**src/rtl/mcd_sync_width_fifo.sv**
```systemverilog
// Single-clock width-converting FIFO: packs or unpacks IN_WIDTH words into OUT_WIDTH
// words through a circular store of narrow lanes, little-endian lane order.
module mcd_sync_width_fifo #(
  parameter int IN_WIDTH     = 64,
  parameter int OUT_WIDTH    = 32,
  parameter int DEPTH        = 64,
  parameter int AFULL_THRESH = 48
) (
  input  logic                     clk156,
  input  logic                     rst,
  input  logic                     flush,
  input  logic [IN_WIDTH-1:0]      s_data,
  input  logic                     s_valid,
  output logic                     s_ready,
  output logic [OUT_WIDTH-1:0]     m_data,
  output logic                     m_valid,
  input  logic                     m_ready,
  output logic [$clog2(DEPTH):0]   count,
  output logic                     almost_full
);

  localparam int N  = (IN_WIDTH < OUT_WIDTH) ? IN_WIDTH : OUT_WIDTH;
  localparam int RI = IN_WIDTH / N;
  localparam int RO = OUT_WIDTH / N;
  localparam int AW = $clog2(DEPTH);
  localparam int PW = AW + 1;

  logic [N-1:0]         r_mem [DEPTH];
  logic [PW-1:0]        r_wr_ptr;
  logic [PW-1:0]        r_rd_ptr;
  logic                 r_afull;

  logic [PW-1:0]        w_count;
  logic [PW-1:0]        w_free;
  logic [PW-1:0]        w_wr_ptr_next;
  logic [PW-1:0]        w_rd_ptr_next;
  logic [PW-1:0]        w_count_next;
  logic                 w_wr;
  logic                 w_rd;
  logic [OUT_WIDTH-1:0] w_rdata;

  // Occupancy falls out of the wrap-bit pointers, so no separate counter can drift.
  assign w_count = r_wr_ptr - r_rd_ptr;
  assign w_free  = PW'(DEPTH) - w_count;

  assign s_ready = ~rst & (w_free >= PW'(RI));
  assign m_valid = (w_count >= PW'(RO));
  assign w_wr    = s_valid & s_ready & ~flush;
  assign w_rd    = m_valid & m_ready;

  always_comb begin
    w_wr_ptr_next = r_wr_ptr;
    w_rd_ptr_next = r_rd_ptr;
    if (w_wr) w_wr_ptr_next = r_wr_ptr + PW'(RI);
    if (w_rd) w_rd_ptr_next = r_rd_ptr + PW'(RO);
    if (flush) begin
      w_wr_ptr_next = '0;
      w_rd_ptr_next = '0;
    end
  end

  assign w_count_next = w_wr_ptr_next - w_rd_ptr_next;

  always_ff @(posedge clk156) begin
    if (rst) begin
      r_wr_ptr <= '0;
      r_rd_ptr <= '0;
      r_afull  <= 1'b0;
    end else begin
      r_wr_ptr <= w_wr_ptr_next;
      r_rd_ptr <= w_rd_ptr_next;
      r_afull  <= (int'(w_count_next) >= AFULL_THRESH);
    end
  end

  // Lane storage is not reset; the pointers alone define what is valid.
  always_ff @(posedge clk156) begin
    if (w_wr) begin
      for (int k = 0; k < RI; k++) begin
        r_mem[r_wr_ptr[AW-1:0] + AW'(k)] <= s_data[k*N +: N];
      end
    end
  end

  genvar gi;
  generate
    for (gi = 0; gi < RO; gi++) begin : g_rd_lane
      logic [AW-1:0] w_addr;
      assign w_addr                = r_rd_ptr[AW-1:0] + AW'(gi);
      assign w_rdata[gi*N +: N]    = r_mem[w_addr];
    end
  endgenerate

  // Output is forced to zero when nothing is presented so it never shows stale lanes.
  assign m_data      = m_valid ? w_rdata : '0;
  assign count       = w_count;
  assign almost_full = r_afull;

endmodule

```
**config.mk**
```make
export PLATFORM = sky130hd
export DESIGN_NAME = mcd_sync_width_fifo
export DESIGN_NICKNAME = d
export VERILOG_FILES = /design/src/rtl/mcd_sync_width_fifo.sv
export SDC_FILE = /design/constraint.sdc
export NUM_CORES = 2
export LEC_CHECK = 0
export CAP_MARGIN = 40
export CELL_PAD_IN_SITES_DETAIL_PLACEMENT = 0
export CELL_PAD_IN_SITES_GLOBAL_PLACEMENT = 2
export CORE_MARGIN = 4
export CORE_UTILIZATION = 45
export DETAILED_ROUTE_END_ITERATION = 8
export PLACE_DENSITY = 0.85
export SKIP_LAST_GASP = 1
export SLEW_MARGIN = 10
export SYNTH_ARGS = -nofsm -noshare
export SYNTH_HDL_FRONTEND = slang
export SYNTH_SLANG_ARGS = --single-unit
```
**constraint.sdc**
```tcl
create_clock -name clk156 -period 7.82 [get_ports clk156]
set_input_delay 2.346 -clock clk156 [delete_from_list [all_inputs] [get_ports clk156]]
set_output_delay 2.346 -clock clk156 [all_outputs]
set_load 0.02 [all_outputs]
```
==> run_results.csv <==
group,metric,value,unit
yosys,ys_types,63,
die,std_cell_rows,178,
worst_setup_path,startpoint_type,"flip-flop",
clock_network,cts_setup_buffers,0,
timing,rsz0062_at_grt,"no",
grt,grt_usage,25.4,%
timing,fin_crit_sh,91.4,%
timing,max_freq,0.140,GHz
timing,finalCriticalPeriod,7.15,ns
grt,antenna_found_initial,29,
worst_setup_path,crit_chain,"buf_12 > mux4_2 > mux4_2 > mux4_2 > and2_1 > clkdlybuf4s50_1",
detailed_routing,wl_per_cell,34.2,um
yosys,ys_warn_count,0,
power_and_ir_drop,p_per_area,209,nW/um^2
power_and_ir_drop,p_int,19.0,mW
yosys,syn_area,106000,sq um
clock_network,clk_latency,0.85,ns
detailed_routing,antenna_left,0,
grt,overflow,0,
min_path,hold_path.class,"reg2reg",
yosys,synth_area_leaders,"edfxtp_1 (58%), mux2_2 (18%), mux4_2 (14%), mux2_1 (3.1%), clkbuf_1 (1.7%)",
clock_network,clockBufferDepth,3,
placement,hpwl,181000,um
finish,area_growth,11.3,%
placement,io_buffer_count,110,
power_and_ir_drop,pwr-share-seq,49.2,%
yosys,avgSynthCellArea,17.7,sq um
clock_network,cts_tree,"done",
worst_setup_path,slowest_stage,"dfxtp_4",
yosys,synthCells,6017,
yosys,syn-num-nets,6108,
yosys,ys_ff_latch,2063,
yosys,yosysSeqAreaShare,58.0,%
timing,drv_slew,0,
yosys,yosysTopAreaCellShare,57.7,%
power_and_ir_drop,p_leak,36.8,nW
yosys,async_flop_share,0,%
detailed_routing,drtIter0Drc,7109,
clock_network,cts_sinks,2063,
die,dieArea,245000,sq um
yosys,synth_flop_cell,"edfxtp_1",
placement,place_congestion,0.879,
finish,layout-drive-gt1-share,53.6,%
power_and_ir_drop,power.share.clock,40.5,%
clock_network,hold_buffers,0,
grt,grt_pass1_vias,59600,
power_and_ir_drop,max-vdd-ir-drop,0.000170,V
power_and_ir_drop,switching_share,23.2,%
worst_setup_path,crit_fanout,87,
clock_network,htree_levels,4,
worst_setup_path,required,5.47,ns
worst_setup_path,worstSetupPathType,"reg2out",
timing,max_slew_margin,30.6,%
grt,grt_pass1_wl,448000,um
finish,nets,5904,
worst_setup_path,worst_ep_arrival_time,4.80,ns
die,die_x,494,um
die,core,235000,sq um
worst_setup_path,critPathMostFrequentCell,"mux4_2",
power_and_ir_drop,p_sw,5.73,mW
yosys,synth_common_cells,"edfxtp_1 (2048), mux2_2 (1725), mux4_2 (672), clkbuf_1 (495), mux2_1 (295)",
clock_network,numCtsBuffers,216,
timing,tightest_slew,1.04,ns
clock_network,cts_root_buf,"clkbuf_16",
clock_network,cts_resized,0,
worst_setup_path,path_delay_family,"multiplexers",
timing,tns,0,ns
placement,post-place-cells,8743,
clock_network,clk_pin_slew_worst_paths,0.06,ns
run_status,status,"complete, no violations",
flow_run,max_cap_violations,0,
power_and_ir_drop,pwr-share-comb,10.2,%
die,initial_core_util,45.2,%
worst_setup_path,critPathMaxStageDelay,0.90,ns
timing,hold_viol,0,
detailed_routing,drt_wl_total,313000,um
die,ios,111,
yosys,synth_largest_area_cell,"edfxtp_1",
detailed_routing,drc,0,
worst_setup_path,worst_setup_path_end_kind,"output port",
yosys,synth_edf_count,2048,
finish,finalNonFillerCells,9151,
timing,finalSetupViolCount,0,
grt,grt_max_degree,88,
detailed_routing,vias,58800,
timing,fin_skew,0.0272,ns
worst_setup_path,path_buf_inv,2,
yosys,yosysMostFrequentCell,"edfxtp_1",
die,die-height,494,um
detailed_routing,post_drt_via_cell_ratio,6.43,
detailed_routing,firstDrtPassIters,6,
==> worst paths after layout <==
| check | from | end | slack, ns | cells past startpoint |
|---|---|---|---|---|
| setup reg to reg | r_wr_ptr[0]$_SDFF_PP0_ | r_mem[45][22]$_DFFE_PP_ | 1.89 | 16 |
| hold / removal | r_wr_ptr[6]$_SDFF_PP0_ | r_wr_ptr[6]$_SDFF_PP0_ | 0.61 | 2 |
| hold reg to reg | r_wr_ptr[6]$_SDFF_PP0_ | r_wr_ptr[6]$_SDFF_PP0_ | 0.61 | 2 |
| setup / recovery | r_rd_ptr[1]$_SDFF_PP0_ | m_data[18] | 0.67 | 6 |
==> cells in the final DEF, fill, tap and decap left out, types with 8 or more instances in the layout <==
master and instances:
nor2_4 29, diode_2 11, o32ai_4 16, mux2_4 30, edfxtp_1 2048, clkbuf_16 218
mux4_2 672, nand3_1 8, dfxtp_1 11, clkinv_2 30, inv_1 13, mux2_2 1725
clkdlybuf4s50_1 46, nor2_1 39, buf_2 65, o21bai_4 8, a21oi_1 8, buf_12 59
xnor2_1 14, nand2_2 24, bufinv_16 16, clkbuf_1 55, ha_1 21, o21ai_4 38
buf_8 11, nor3_1 12, and2_1 35, mux2_1 295, or4_1 16, clkinv_1 58
nand2_1 29, buf_4 213, nor3_4 8
==> cells by family after synthesis <==
group	share of synthesized area (%)
simple gates	1.34
mux	36.0
flops	58.0
fa+ha+maj	0.266
buf+inv	3.52
compound gates	0.651
xor+xnor	0.179
==> through the flow <==
stage | total power, mW | utilization, % | hold slack [ns] | setup WS (ns) | instance area (sq um)
floorplan | 14.1 | - | 0.517 | 1.15 | 106000
global placement | 14.9 | 47.0 | 0.578 | 1.19 | 111000
detailed placement | 14.9 | 47.4 | 0.600 | 1.27 | 112000
CTS | 24.9 | 50.3 | 0.612 | 0.675 | 118000
global route | 25.5 | 50.3 | 0.648 | 0.616 | 118000
finish | 24.7 | 50.3 | 0.606 | 0.673 | 119000
==> state kept, by name, summed over array words and instances (netlist names) <==
name / cells
r_mem: 2048
r_rd_ptr: 7
r_wr_ptr: 7
almost_full: 1
==> final cells by class <==
| cell class | instances | area, sq um |
|---|---|---|
| multi-input cells | 3115 | 42000 |
| inverters | 16 | 67.6 |
| well taps | 3150 | 3940 |
| repair buffers | 401 | 3920 |
| diodes | 11 | 27.5 |
| clock buffers | 273 | 5660 |
| fillers | 19100 | 117000 |
| clock inverters | 122 | 1090 |
| flip-flops and latches | 2063 | 61800 |
==> worst register-to-register path: stages, from the launching register on <==
cell and delay [ns]:
dfxtp_1 0.63, inv_1 0.24, ha_1 0.29, fa_1 0.54
ha_1 0.39, and3b_1 0.23, mux2i_1 0.12, o311a_1 0.20
nand4_1 0.14, o22ai_2 0.29, a21o_1 0.36, buf_4 0.33
or3_1 0.75, buf_4 0.38, nor2_4 0.04, buf_4 0.30
mux2_1 0.45
==> per-layer routing <==
layer / share of wire (%) / GRT usage [%] / vias up / wire length [um]
met5: 0.011 / 0 / - / 34
met4: 3.6 / 8.79 / 4 / 11400
met3: 9.0 / 5.36 / 570 / 28000
met2: 48 / 40.5 / 2845 / 150000
met1: 39 / 34.6 / 31600 / 123000
li1: - / - / 23800 / -
==> power by group through the flow <==
| stage | logic, mW | registers (mW) | clock network, mW |
|---|---|---|---|
| global placement | 2.42 | 12.4 | 0 |
| global route | 2.67 | 12.2 | 10.6 |
| floorplan | 1.68 | 12.4 | 0 |
| detailed placement | 2.52 | 12.4 | 0 |
| CTS | 2.53 | 12.2 | 10.1 |
| finish | 2.53 | 12.2 | 10.0 |
(Power assumes the default switching activity.)
